$ cat config.mk
export PLATFORM = sky130hd
export DESIGN_NAME = mux2_burst_arbiter
export DESIGN_NICKNAME = d
export VERILOG_FILES = /design/src/rtl/mux2_burst_arbiter.sv
export SDC_FILE = /design/constraint.sdc
export NUM_CORES = 1
export LEC_CHECK = 0
export BUFFER_PORTS_ARGS = -buffer_cell sky130_fd_sc_hd__buf_2
export CAP_MARGIN = 20
export CORE_MARGIN = 3
export CORE_UTILIZATION = 52
export DETAILED_ROUTE_END_ITERATION = 12
export PLACE_DENSITY = 0.76
export SYNTH_ARGS = -nofsm -noshare
export SYNTH_HDL_FRONTEND = slang
export SYNTH_SLANG_ARGS = --single-unit
$ cat constraint.sdc
create_clock -name clk -period 2 [get_ports clk]
set_input_delay 0.4 -clock clk [delete_from_list [all_inputs] [get_ports clk]]
set_output_delay 0.4 -clock clk [all_outputs]
set_load 0.05 [all_outputs]
$ cat src/rtl/mux2_burst_arbiter.sv
// Round-robin burst arbiter driving the select of a 2:1 mux (00=d0, 01=d1, 10=idle).
// Latency: grant from IDLE takes one cycle; handover between requesters has no bubble.
// Backpressure: out_ready=0 freezes state and beat count; ready to the granted side mirrors out_ready.
module mux2_burst_arbiter #(
   parameter int MAX_BURST = 4,
   parameter int CW        = 8
) (
   input  logic          clk,
   input  logic          rst,
   input  logic          valid0,
   input  logic          last0,
   output logic          ready0,
   input  logic          valid1,
   input  logic          last1,
   output logic          ready1,
   output logic          out_valid,
   output logic          out_last,
   input  logic          out_ready,
   output logic [1:0]    sel,
   output logic [1:0]    gnt
);

   typedef enum logic [1:0] {
      GNT0 = 2'b00,
      GNT1 = 2'b01,
      IDLE = 2'b10
   } state_t;

   state_t          state;
   logic [CW-1:0]   beat_cnt;
   logic            last_served;
   logic            xfer0;
   logic            xfer1;
   logic            at_limit;

   assign xfer0    = (state == GNT0) && valid0 && out_ready;
   assign xfer1    = (state == GNT1) && valid1 && out_ready;
   // The beat being transferred now is the MAX_BURST-th of this grant.
   assign at_limit = (beat_cnt == CW'(MAX_BURST - 1));

   // Grant FSM: state, registered select/grant, beat counter and round-robin pointer.
   always_ff @(posedge clk or posedge rst) begin
      if (rst) begin
         state       <= IDLE;
         sel         <= 2'b10;
         gnt         <= 2'b00;
         beat_cnt    <= '0;
         last_served <= 1'b1;
      end else begin
         case (state)
            GNT0: begin
               if (xfer0) begin
                  if (last0 || at_limit) begin
                     last_served <= 1'b0;
                     beat_cnt    <= '0;
                     if (valid1) begin
                        state <= GNT1;
                        sel   <= 2'b01;
                        gnt   <= 2'b10;
                     end else begin
                        state <= IDLE;
                        sel   <= 2'b10;
                        gnt   <= 2'b00;
                     end
                  end else begin
                     beat_cnt <= beat_cnt + CW'(1);
                  end
               end
            end
            GNT1: begin
               if (xfer1) begin
                  if (last1 || at_limit) begin
                     last_served <= 1'b1;
                     beat_cnt    <= '0;
                     if (valid0) begin
                        state <= GNT0;
                        sel   <= 2'b00;
                        gnt   <= 2'b01;
                     end else begin
                        state <= IDLE;
                        sel   <= 2'b10;
                        gnt   <= 2'b00;
                     end
                  end else begin
                     beat_cnt <= beat_cnt + CW'(1);
                  end
               end
            end
            // IDLE and any illegal encoding: arbitrate, tie goes to the side not served last.
            default: begin
               beat_cnt <= '0;
               if (valid0 && (!valid1 || last_served)) begin
                  state <= GNT0;
                  sel   <= 2'b00;
                  gnt   <= 2'b01;
               end else if (valid1) begin
                  state <= GNT1;
                  sel   <= 2'b01;
                  gnt   <= 2'b10;
               end else begin
                  state <= IDLE;
                  sel   <= 2'b10;
                  gnt   <= 2'b00;
               end
            end
         endcase
      end
   end

   // Handshake routing for the granted requester; everything quiet when idle.
   always_comb begin
      ready0    = 1'b0;
      ready1    = 1'b0;
      out_valid = 1'b0;
      out_last  = 1'b0;
      case (state)
         GNT0: begin
            ready0    = out_ready;
            out_valid = valid0;
            out_last  = last0;
         end
         GNT1: begin
            ready1    = out_ready;
            out_valid = valid1;
            out_last  = last1;
         end
         default: begin
            ready0    = 1'b0;
            ready1    = 1'b0;
            out_valid = 1'b0;
            out_last  = 1'b0;
         end
      endcase
   end

endmodule
## Word-level counts from Yosys, hierarchy flattened

Cells that the tools add are included.

| word-level totals | value |
|---|---|
| bits in registers | 13 |
| input bits | 7 |
| output and inout bits | 8 |

| cells by class | value |
|---|---|
| $add $sub $neg | 1 |
| equal/unequal tests | 6 |
| multiplexer cells | 30 |
| reductions and logical operators | 14 |

Operators by type and width:

| operator | number |
|---|---|
| two-way mux 8 bit | 4 |
| two-way mux 2 bit | 13 |
| case mux 8 bit (2 select lines) | 1 |
| adder 8 x 1 -> 8 bit, second input constant | 1 |
| equality test 8 x 2 -> 1 bit, second input constant | 1 |
| case mux 2 bit (2 select lines) | 2 |
| two-way mux 1 bit | 7 |
| case mux 1 bit (2 select lines) | 3 |
| logical AND 1 bit | 5 |
| AND reduction 5 bit | 1 |
| != test 2 x 1 -> 1 bit, second input constant | 2 |
| != test 2 bit, second input constant | 2 |
| AND reduction 4 bit | 1 |
| logical OR 1 bit | 3 |
| equality test 2 x 1 -> 1 bit, second input constant | 1 |
| zero test 2 bit | 1 |
| AND reduction 2 bit | 1 |
| nonzero test 2 bit | 1 |
| zero test 1 bit | 1 |

## Depth between registers and ports, before layout

Gate-level depths: netlist of the first run.

| logic depth | value |
|---|---|
| depth in word-level cells | 5 |
| mapped depth | 5 |
| gate-level depth less buffers | 5 |

## Worst setup path before layout of the first run

OpenSTA, ideal clock, no wires.

| timing path | value |
|---|---|
| kind | register to output |
| start | reg state[0] |
| end | out out_last |
| arrival time | 1733 ps |
| setup slack | -133 ps |
| stages on the path, launching flop included | 4 |
| cells stage by stage | dfrtp_1 buf_6 mux2_4 nor2b_1 |

| on the way | value |
|---|---|
| cells in the longest elaborated chain, start to end | 2 |
| elaborated cells between the ends (all ways) | 3 |
| classes of those cells | 1 x eq/ne; 1 x mux; 1 x reduce/logical |

Ends and longest elaborated chain:

| element | line | source |
|---|---|---|
| start, declared | 29 | `state_t state;` |
| start signal, assigned | 44 | `state <= IDLE;` |
| start signal, assigned | 57 | `state <= GNT1;` |
| start signal, assigned | 61 | `state <= IDLE;` |
| equality test 2 x 1 -> 1 bit / zero test 2 bit (equally long branches) | 116 | `case (state)` |
| case mux 1 bit (2 select lines) (*) | 116 |  |
| end, declared | 17 | `output logic out_last,` |

Mark *: on every way between the ends. The rest lies on a longest branch, timed or not.

## Worst setup path in the final report of the first run

Same ends and word-level chain as after synthesis.

==> results of run 1 <==
==> cell usage in the layout (no fill, tap or decap), types with 3 or more instances in the layout <==
cell type / n
nand4_1: 7
dfrtp_1: 9
nor2_1: 6
buf_2: 14
nand2_1: 4
o21ai_0: 7
inv_1: 4
nor3_1: 5
clkbuf_4: 3
nand2b_1: 3
==> power groups by stage <==
stage | Sequential, mW | Combinational (mW) | Clock [mW]
final | 0.401 | 0.576 | 0.208
after global routing | 0.411 | 0.621 | 0.216
after CTS | 0.396 | 0.576 | 0.207
after detailed placement | 0.400 | 0.574 | 0
after global placement | 0.393 | 0.571 | 0
after floorplan | 0.438 | 0.436 | 0
==> logic make-up after synthesis <==
logic type	count (synthesis)	share of synthesized area (%)
AND/OR/NAND/NOR	34	25.5
XOR/XNOR	2	2.29
multiplexers	6	9.33
buffers and inverters	9	5.89
flip-flops	12	39.6
adder cells (fa/ha/maj)	1	1.64
AO/OA/AOI/OAI	17	15.7
==> critical path, stage by stage, from the launching register on <==
cell     delay, ns
dfrtp_2       0.49
mux2_4        0.35
nor2b_2       0.15
buf_2         0.21
==> state kept, by name, summed over array words and instances (netlist names) <==
register / flops
beat_cnt: 8
state: 2
gnt: 1
last_served: 1
==> how the worst max path moves through the flow <==
stage,from,to,slack [ns],cells after the start
5_1_grt,beat_cnt[0]$_DFFE_PP0P_,last_served$_DFFE_PP1P_,0.03,5
3_5_place_dp,state[0]$_DFFE_PP0P_,beat_cnt[6]$_DFFE_PP0P_,0.22,4
2_1_floorplan,state[1]$_DFFE_PP1P_,state[0]$_DFFE_PP0P_,0.02,5
3_3_place_gp,state[0]$_DFFE_PP0P_,beat_cnt[6]$_DFFE_PP0P_,0.26,4
6_report,state[0]$_DFFE_PP0P_,out_last,0.10,3
4_1_cts,state[0]$_DFFE_PP0P_,out_last,0.02,3
==> what timing repair did <==
action | CTS | global route
endpoints found under the hold margin | 0 | 0
gates resized for setup | 0 | 1
setup endpoints to repair | 0 | 2
==> metal layers <==
layer / share of wire (%) / track usage, %
met5: 0 / 0
met2: 46 / 32.6
met1: 47 / 25.4
met4: 1.8 / 10.8
met3: 5.3 / 5.28
==> cell type report <==
| class | instances | area share [%] |
|---|---|---|
| repair buffers | 15 | 8.88 |
| flip-flops and latches | 12 | 34.8 |
| multi-input cells | 60 | 48.3 |
| clock buffers | 4 | 4.15 |
| well taps | 15 | 2.15 |
| inverters | 4 | 1.72 |
==> per-stage QoR <==
stage / power [mW] / setup slack, ns / cell area [um2] / cells
2_1_floorplan: 0.873 / 0.0225 / 769 / 81
3_3_place_gp: 0.964 / 0.260 / 836 / 106
3_5_place_dp: 0.974 / 0.216 / 836 / 106
4_1_cts: 1.18 / 0.0213 / 872 / 110
5_1_grt: 1.25 / 0.0300 / 873 / 110
6_report: 1.18 / 0.102 / 873 / 110
==> flow_metrics.py, run 1 <==
metrics = {
    "clocking": {
        "clockBufferDepth": 2,
        "cts_tree": "built",
        "postCtsHoldBufs": 0,
        "numCtsBuffers": 3,
        "clock_latency_ns": 0.29,
        "cts-htree-levels": 1,
        "cts.clk_slew.worst_paths_ns": 0.09,
        "cts_root_buffer": "clkbuf_4",
        "cts_setup_buffers": 0,
        "clock-sinks": 12,
    },
    "cells_and_area": {
        "n_fill_cell": 115,
        "regArea_um2": 304,
        "syn_to_final_growth_pct": 14.2,
        "multi_input_area_um2": 422,
        "fin_nets": 104,
        "drive_above_1_share_pct": 34.7,
        "fin_util_pct": 65.5,
        "antenna_cells": 0,
    },
    "die": {
        "start_util_pct": 57.3,
        "die_h_um": 44.3,
        "die_area_um2": 1970,
        "core-area_um2": 1330,
        "row_count": 13,
        "ios": 15,
        "die_w_um": 44.3,
    },
    "logic_synthesis": {
        "synth_top_area_cell": "dfrtp_1",
        "syn_area_um2": 764,
        "yosys-top-cells-area": "dfrtp_1 33%, dfstp_2 6.9%, nand4_1 5.7%, o21ai_0 4.6%, nor2_1 3.4%",
        "synth_edf_count": 0,
        "ys_ff_latch": 12,
        "synth_common_cells": "10 x dfrtp_1, 7 x nand4_1, 7 x nor2_1, 7 x o21ai_0, 5 x nor3_1",
        "avgSynthCellArea_um2": 9.44,
        "ys_types": 35,
        "ys.flop_type": "dfrtp_1",
        "async_flop_share_pct": 100,
        "syn_inst": 81,
        "syn-num-nets": 89,
        "yosysSeqAreaShare_pct": 39.6,
        "synth_most_common_cell": "dfrtp_1",
        "yosys_warnings": 0,
        "netlist.area_leader.share_pct": 32.7,
    },
    "power_and_ir_drop": {
        "p_int_mw": 0.602,
        "p_per_area_nw_per_um2": 1360,
        "p_leak_nw": 0.369,
        "power_frac_comb_pct": 48.6,
        "power_switching_mw": 0.582,
        "seqPwrFrac_pct": 33.8,
        "p_sw_share_pct": 49.1,
        "clkPwrFrac_pct": 17.5,
        "peakVddDrop_mv": 1.08,
    },
    "setup_path": {
        "critical_path.startpoint_type": "register",
        "reg2reg_from": "beat_cnt[0]$_DFFE_PP0P_",
        "reg2reg_to": "last_served$_DFFE_PP1P_",
        "cp.arrival_ns": 1.50,
        "critPathKind": "register to output port",
        "r2r.worst_path.cells": 5,
        "worstPathMaxFanout": 9,
        "cp-end-kind": "output port",
        "r2r_slack_ns": 0.20,
        "required_ns": 1.60,
    },
    "sta": {
        "rsz0062_at_grt": "false",
        "tightest_slew_ns": 0.445,
        "finalCritPeriodShare_pct": 94.9,
        "finalSetupTns_ns": 0,
        "fin_worst_skew_ns": 0.00483,
        "min_period_ns": 1.90,
        "max_freq_ghz": 0.527,
        "setup_viol": 0,
        "maxSlewHeadroom_pct": 70.3,
        "slew_violations": 0,
        "final-hold-violation-count": 0,
        "holdWs_ns": 0.0918,
    },
    "global_route": {
        "grt_max_degree": 13,
        "grt_first_pass_wirelength_um": 2810,
        "grt_overflow": 0,
        "grt_usage_pct": 20.5,
        "antenna_found_initial": 0,
        "grt_pass1_vias": 628,
    },
    "status": {
        "status": "finished clean",
    },
    "routing": {
        "drt-initial-drc-count": 13,
        "wl_per_cell_um": 15.0,
        "postRouteAntennaNets": 0,
        "drt_first_pass_iters": 4,
        "drt_drc_violations_left": 0,
        "vias": 652,
        "routed_via_density": 5.93,
        "drt-total-wl_um": 1650,
    },
    "placed_design": {
        "numPortBuffers": 14,
        "dpl.hpwl_um": 1200,
        "gp_congestion": 0.808,
    },
    "worst_hold_path": {
        "min_path_type": "input pin to async pin",
    },
    "job": {
        "maxCapViolCount": 0,
    },
}
Note: power is estimated with default switching activity, not from simulation.
==> inputs of run 2 (changes only) <==
Settings changed: PLACE_DENSITY 0.76 to unset, PLACE_DENSITY_LB_ADDON set to 0.15.
==> flow_metrics.py, run 2 (same netlist as run 1, synthesis figures left out) <==
metrics = {
    "sta": {
        "finalSetupTns_ns": 0,
        "min_period_ns": 1.86,
        "setup_viol": 0,
        "holdWs_ns": 0.110,
        "finalCritPeriodShare_pct": 93.0,
        "max_freq_ghz": 0.538,
        "final-hold-violation-count": 0,
        "tightest_slew_ns": 0.462,
        "rsz0062_at_grt": "false",
        "slew_violations": 0,
        "fin_worst_skew_ns": 0.00297,
        "maxSlewHeadroom_pct": 69.2,
    },
    "cells_and_area": {
        "n_fill_cell": 104,
        "regMostFlops": "beat_cnt",
        "mostFrequentLayoutCells": "14 x buf_2, 10 x dfrtp_1, 7 x nand4_1, 7 x o21ai_0, 6 x nor2_1",
        "regArea_um2": 303,
        "top_regs": "beat_cnt x8, state x2",
        "multi_input_area_um2": 422,
        "fin_nets": 105,
        "largest_reg_flops": 8,
        "drive_above_1_share_pct": 34.4,
        "syn_to_final_growth_pct": 15.1,
        "antenna_cells": 0,
        "final_common_cell": "buf_2",
    },
    "routing": {
        "vias": 651,
        "routed_via_density": 5.86,
        "drt-initial-drc-count": 18,
        "wl_per_cell_um": 13.7,
        "drt_first_pass_iters": 4,
        "postRouteAntennaNets": 0,
        "drt_drc_violations_left": 0,
        "drt-total-wl_um": 1520,
    },
    "global_route": {
        "antenna_found_initial": 0,
        "grt_overflow": 0,
        "grt_pass1_vias": 618,
        "grt_usage_pct": 18.4,
        "grt_first_pass_wirelength_um": 2710,
        "grt_max_degree": 14,
    },
    "setup_path": {
        "r2r_slack_ns": 0.20,
        "critPathKind": "register to output port",
        "cp.arrival_ns": 1.46,
        "critical_path.startpoint_type": "register",
        "cp-end-kind": "output port",
        "required_ns": 1.60,
        "worstPathMaxFanout": 13,
    },
    "placed_design": {
        "gp_congestion": 0.733,
        "numPortBuffers": 14,
        "dpl.hpwl_um": 1110,
    },
    "power_and_ir_drop": {
        "p_per_area_nw_per_um2": 1330,
        "p_leak_nw": 0.375,
        "peakVddDrop_mv": 0.879,
    },
    "clocking": {
        "clock-sinks": 12,
        "postCtsHoldBufs": 0,
        "cts_root_buffer": "clkbuf_4",
        "cts.clk_slew.worst_paths_ns": 0.08,
        "cts_setup_buffers": 0,
        "cts_tree": "built",
        "cts-htree-levels": 1,
        "numCtsBuffers": 3,
        "cts_resized": 0,
        "clock_latency_ns": 0.28,
        "clockBufferDepth": 2,
    },
    "die": {
        "die_w_um": 44.3,
        "ios": 15,
        "start_util_pct": 57.3,
        "die_h_um": 44.3,
        "row_count": 13,
        "core-area_um2": 1330,
        "die_area_um2": 1970,
    },
    "job": {
        "maxCapViolCount": 0,
    },
    "status": {
        "status": "finished clean",
    },
    "worst_hold_path": {
        "min_path_type": "input pin to async pin",
    },
}
==> run 2: final cells by class <==
cell class	count	share of cell area, %
sequential	12	34.4
tap	15	2.13
multi-input combinational	60	47.9
timing repair buffer	16	9.67
inverter	4	1.71
clock buffer	4	4.13
==> run 2: power breakdown <==
part           switching (mW)  leakage [nW]  total (mW)  internal (mW)
combinational           0.395         0.198       0.580          0.185
sequential             0.0777         0.157       0.387          0.309
clock                  0.0912        0.0210       0.202          0.111
==> run 2: layer usage <==
metal / wire length (um) / GRT usage, % / vias to the layer above
met2: 653 / 28.5 / 18
met3: 74 / 3.25 / 5
met5: 0 / 0 / -
li1: - / - / 323
met1: 765 / 25.4 / 305
met4: 23 / 7.23 / 0
==> run 2: critical path, cell delays in order (launching register included) <==
cell and delay [ns]:
dfstp_2 0.70, nand2b_1 0.20, nor2_1 0.07, buf_2 0.21
==> run 2: path summary, 6_finish.rpt <==
| kind | startpoint | to | cells past startpoint |
|---|---|---|---|
| hold / removal | rst | gnt[0]$_DFFE_PP0P_ | 2 |
| min in group clk | valid0 | gnt[0]$_DFFE_PP0P_ | 3 |
| max in group asynchronous | rst | state[1]$_DFFE_PP1P_ | 2 |
| setup reg to reg | beat_cnt[0]$_DFFE_PP0P_ | last_served$_DFFE_PP1P_ | 5 |
| setup / recovery | state[1]$_DFFE_PP1P_ | ready0 | 3 |
| hold reg to reg | gnt[0]$_DFFE_PP0P_ | gnt[0]$_DFFE_PP0P_ | 2 |
==> run 2: through the flow <==
| stage | cells | utilization [%] | power, mW | worst slack [ns] | area [um2] |
|---|---|---|---|---|---|
| floorplan | 81 | - | 0.873 | 0.0225 | 769 |
| global placement | 107 | 63.2 | 0.969 | 0.259 | 843 |
| detailed placement | 107 | 63.2 | 0.968 | 0.196 | 843 |
| CTS | 111 | 65.9 | 1.17 | 0.152 | 880 |
| global route | 111 | 65.9 | 1.23 | 0.0489 | 880 |
| finish | 111 | 65.9 | 1.17 | 0.140 | 880 |
==> inputs of run 3 (changes only) <==
==> constraint.sdc (replaced) <==
create_clock -name clk -period 2 [get_ports clk]
set_input_delay 0.1 -clock clk [delete_from_list [all_inputs] [get_ports clk]]
set_output_delay 0.1 -clock clk [all_outputs]
set_load 0.05 [all_outputs]
==> flow_metrics.py, run 3 (same netlist as run 1, synthesis figures left out) <==
metrics = {
    "sta": {
        "min_period_ns": 1.83,
        "finalSetupTns_ns": 0,
        "finalCritPeriodShare_pct": 91.3,
        "max_freq_ghz": 0.548,
        "tightest_slew_ns": 0.455,
        "fin_ws_ns": 0.174,
        "maxSlewHeadroom_pct": 69.7,
        "final-hold-violation-count": 0,
        "slew_violations": 0,
        "fin_worst_skew_ns": 0.00211,
        "holdWs_ns": 0.147,
        "setup_viol": 0,
        "rsz0062_at_grt": "false",
    },
    "placed_design": {
        "placed_cells": 106,
        "dpl.hpwl_um": 1160,
        "dpl-instance-area_um2": 831,
        "gp_congestion": 0.750,
        "dp_worst_setup_slack_ns": 0.193,
        "numPortBuffers": 14,
    },
    "global_route": {
        "grt_overflow": 0,
        "antenna_found_initial": 0,
        "grt_max_degree": 14,
        "grt_first_pass_wirelength_um": 2770,
        "grt_pass1_vias": 603,
        "grt_usage_pct": 19.1,
    },
    "die": {
        "die_w_um": 44.3,
        "die_area_um2": 1970,
        "core-area_um2": 1330,
        "ios": 15,
        "die_h_um": 44.3,
        "row_count": 13,
        "start_util_pct": 57.3,
    },
    "setup_path": {
        "worstPathMaxFanout": 7,
        "cp.arrival_ns": 2.04,
        "crit_end": "last_served$_DFFE_PP1P_",
        "r2r.worst_path.cells": 5,
        "crit_buf_inv": 0,
        "reg2reg_from": "beat_cnt[0]$_DFFE_PP0P_",
        "cp-startpoint": "beat_cnt[0]$_DFFE_PP0P_",
        "crit_family": "simple AND/OR/NAND/NOR gates",
        "slowest_stage": "dfrtp_1",
        "cp-end-kind": "register",
        "required_ns": 2.21,
        "critical_path.startpoint_type": "register",
        "crit_cells": 5,
        "reg2reg_to": "last_served$_DFFE_PP1P_",
        "crit_chain": "ha_1 > nor4b_2 > a211oi_4 > nor3_1 > mux2_2",
        "critPathMaxStageDelay_ns": 0.42,
        "r2r_slack_ns": 0.17,
        "critPathKind": "register to register",
    },
    "power_and_ir_drop": {
        "clkPwrFrac_pct": 17.1,
        "p_leak_nw": 0.373,
        "peakVddDrop_mv": 0.944,
        "p_per_area_nw_per_um2": 1330,
        "p_sw_share_pct": 48.3,
        "p_int_mw": 0.603,
        "power_frac_comb_pct": 49.7,
        "power_switching_mw": 0.563,
        "finalPower_mw": 1.17,
        "seqPwrFrac_pct": 33.3,
    },
    "clocking": {
        "clockBufferDepth": 2,
        "cts.clk_slew.worst_paths_ns": 0.08,
        "cts_tree": "built",
        "clock_latency_ns": 0.28,
        "cts_root_buffer": "clkbuf_4",
        "numCtsBuffers": 3,
        "clock-sinks": 12,
        "cts-htree-levels": 1,
    },
    "cells_and_area": {
        "stdcell_area_um2": 877,
        "largest_reg_flops": 8,
        "final_common_cell": "buf_2",
        "final_cells": 111,
        "syn_to_final_growth_pct": 14.7,
        "regMostFlops": "beat_cnt",
        "drive_above_1_share_pct": 31.3,
        "fin_util_pct": 65.8,
        "top_regs": "beat_cnt x8, state x2",
        "antenna_cells": 0,
        "fin_nets": 105,
        "mostFrequentLayoutCells": "14 x buf_2, 10 x dfrtp_1, 7 x nand4_1, 7 x nor2_1, 7 x o21ai_0",
    },
    "routing": {
        "postRouteAntennaNets": 0,
        "top_layer": "met4",
        "drt_first_pass_iters": 4,
        "vias": 654,
        "wl_met1_um": 735,
        "route.met3.wl_um": 75,
        "drt-initial-drc-count": 9,
        "drt_drc_violations_left": 0,
        "wl_per_cell_um": 13.7,
        "drt-total-wl_um": 1520,
        "routed_via_density": 5.89,
        "routed-wl-met2_um": 686,
    },
    "worst_hold_path": {
        "hp-start": "valid0",
        "min_path_type": "input pin to register",
    },
    "status": {
        "status": "finished clean",
    },
    "job": {
        "maxCapViolCount": 0,
    },
}
[run 3: metal layers]
metal	track usage (%)	vias up
met4	9.04	0
met2	25.6	18
li1	-	327
met5	0	-
met3	2.44	4
met1	29.8	305
[run 3: power by group through the flow]
stage	clock [mW]	sequential, mW	combinational [mW]
3_5_place_dp	0	0.392	0.580
2_1_floorplan	0	0.438	0.429
5_1_grt	0.212	0.401	0.632
4_1_cts	0.199	0.387	0.583
3_3_place_gp	0	0.384	0.576
6_report	0.199	0.388	0.579
[run 3: worst min-delay path by stage]
| stage | slack (ns) | cells past startpoint | end |
|---|---|---|---|
| floorplan | -0.04 | 1 | beat_cnt[0]$_DFFE_PP0P_ |
| global placement | 0.12 | 2 | beat_cnt[0]$_DFFE_PP0P_ |
| detailed placement | 0.14 | 2 | beat_cnt[3]$_DFFE_PP0P_ |
| CTS | 0.15 | 3 | gnt[0]$_DFFE_PP0P_ |
| global route | 0.19 | 3 | state[0]$_DFFE_PP0P_ |
| finish | 0.15 | 3 | gnt[0]$_DFFE_PP0P_ |
[run 3: area by class of cell]
class,count,area [um2]
inverters,4,15.0
fillers,109,457
repair buffers,16,87.6
flip-flops and latches,12,303
well taps,15,18.8
clock buffers,4,36.3
multi-input cells,60,417
[run 3: what timing repair did]
item | CTS | global route
endpoints found under the setup margin | 0 | 0
hold endpoints to repair | 10 | 0
gates resized for setup | 0 | 0
setup buffers | 0 | 0
hold buffers | 1 | 0
[run 3: worst register-to-register path: cells and delay by family, from the launching register on]
family                     cells  cell delay [ns]
and+or+nand+nor                2             0.56
adders and majority gates      1             0.29
AOI/OAI and AO/OA              1             0.14
muxes                          1             0.35
DFF                            1             0.42
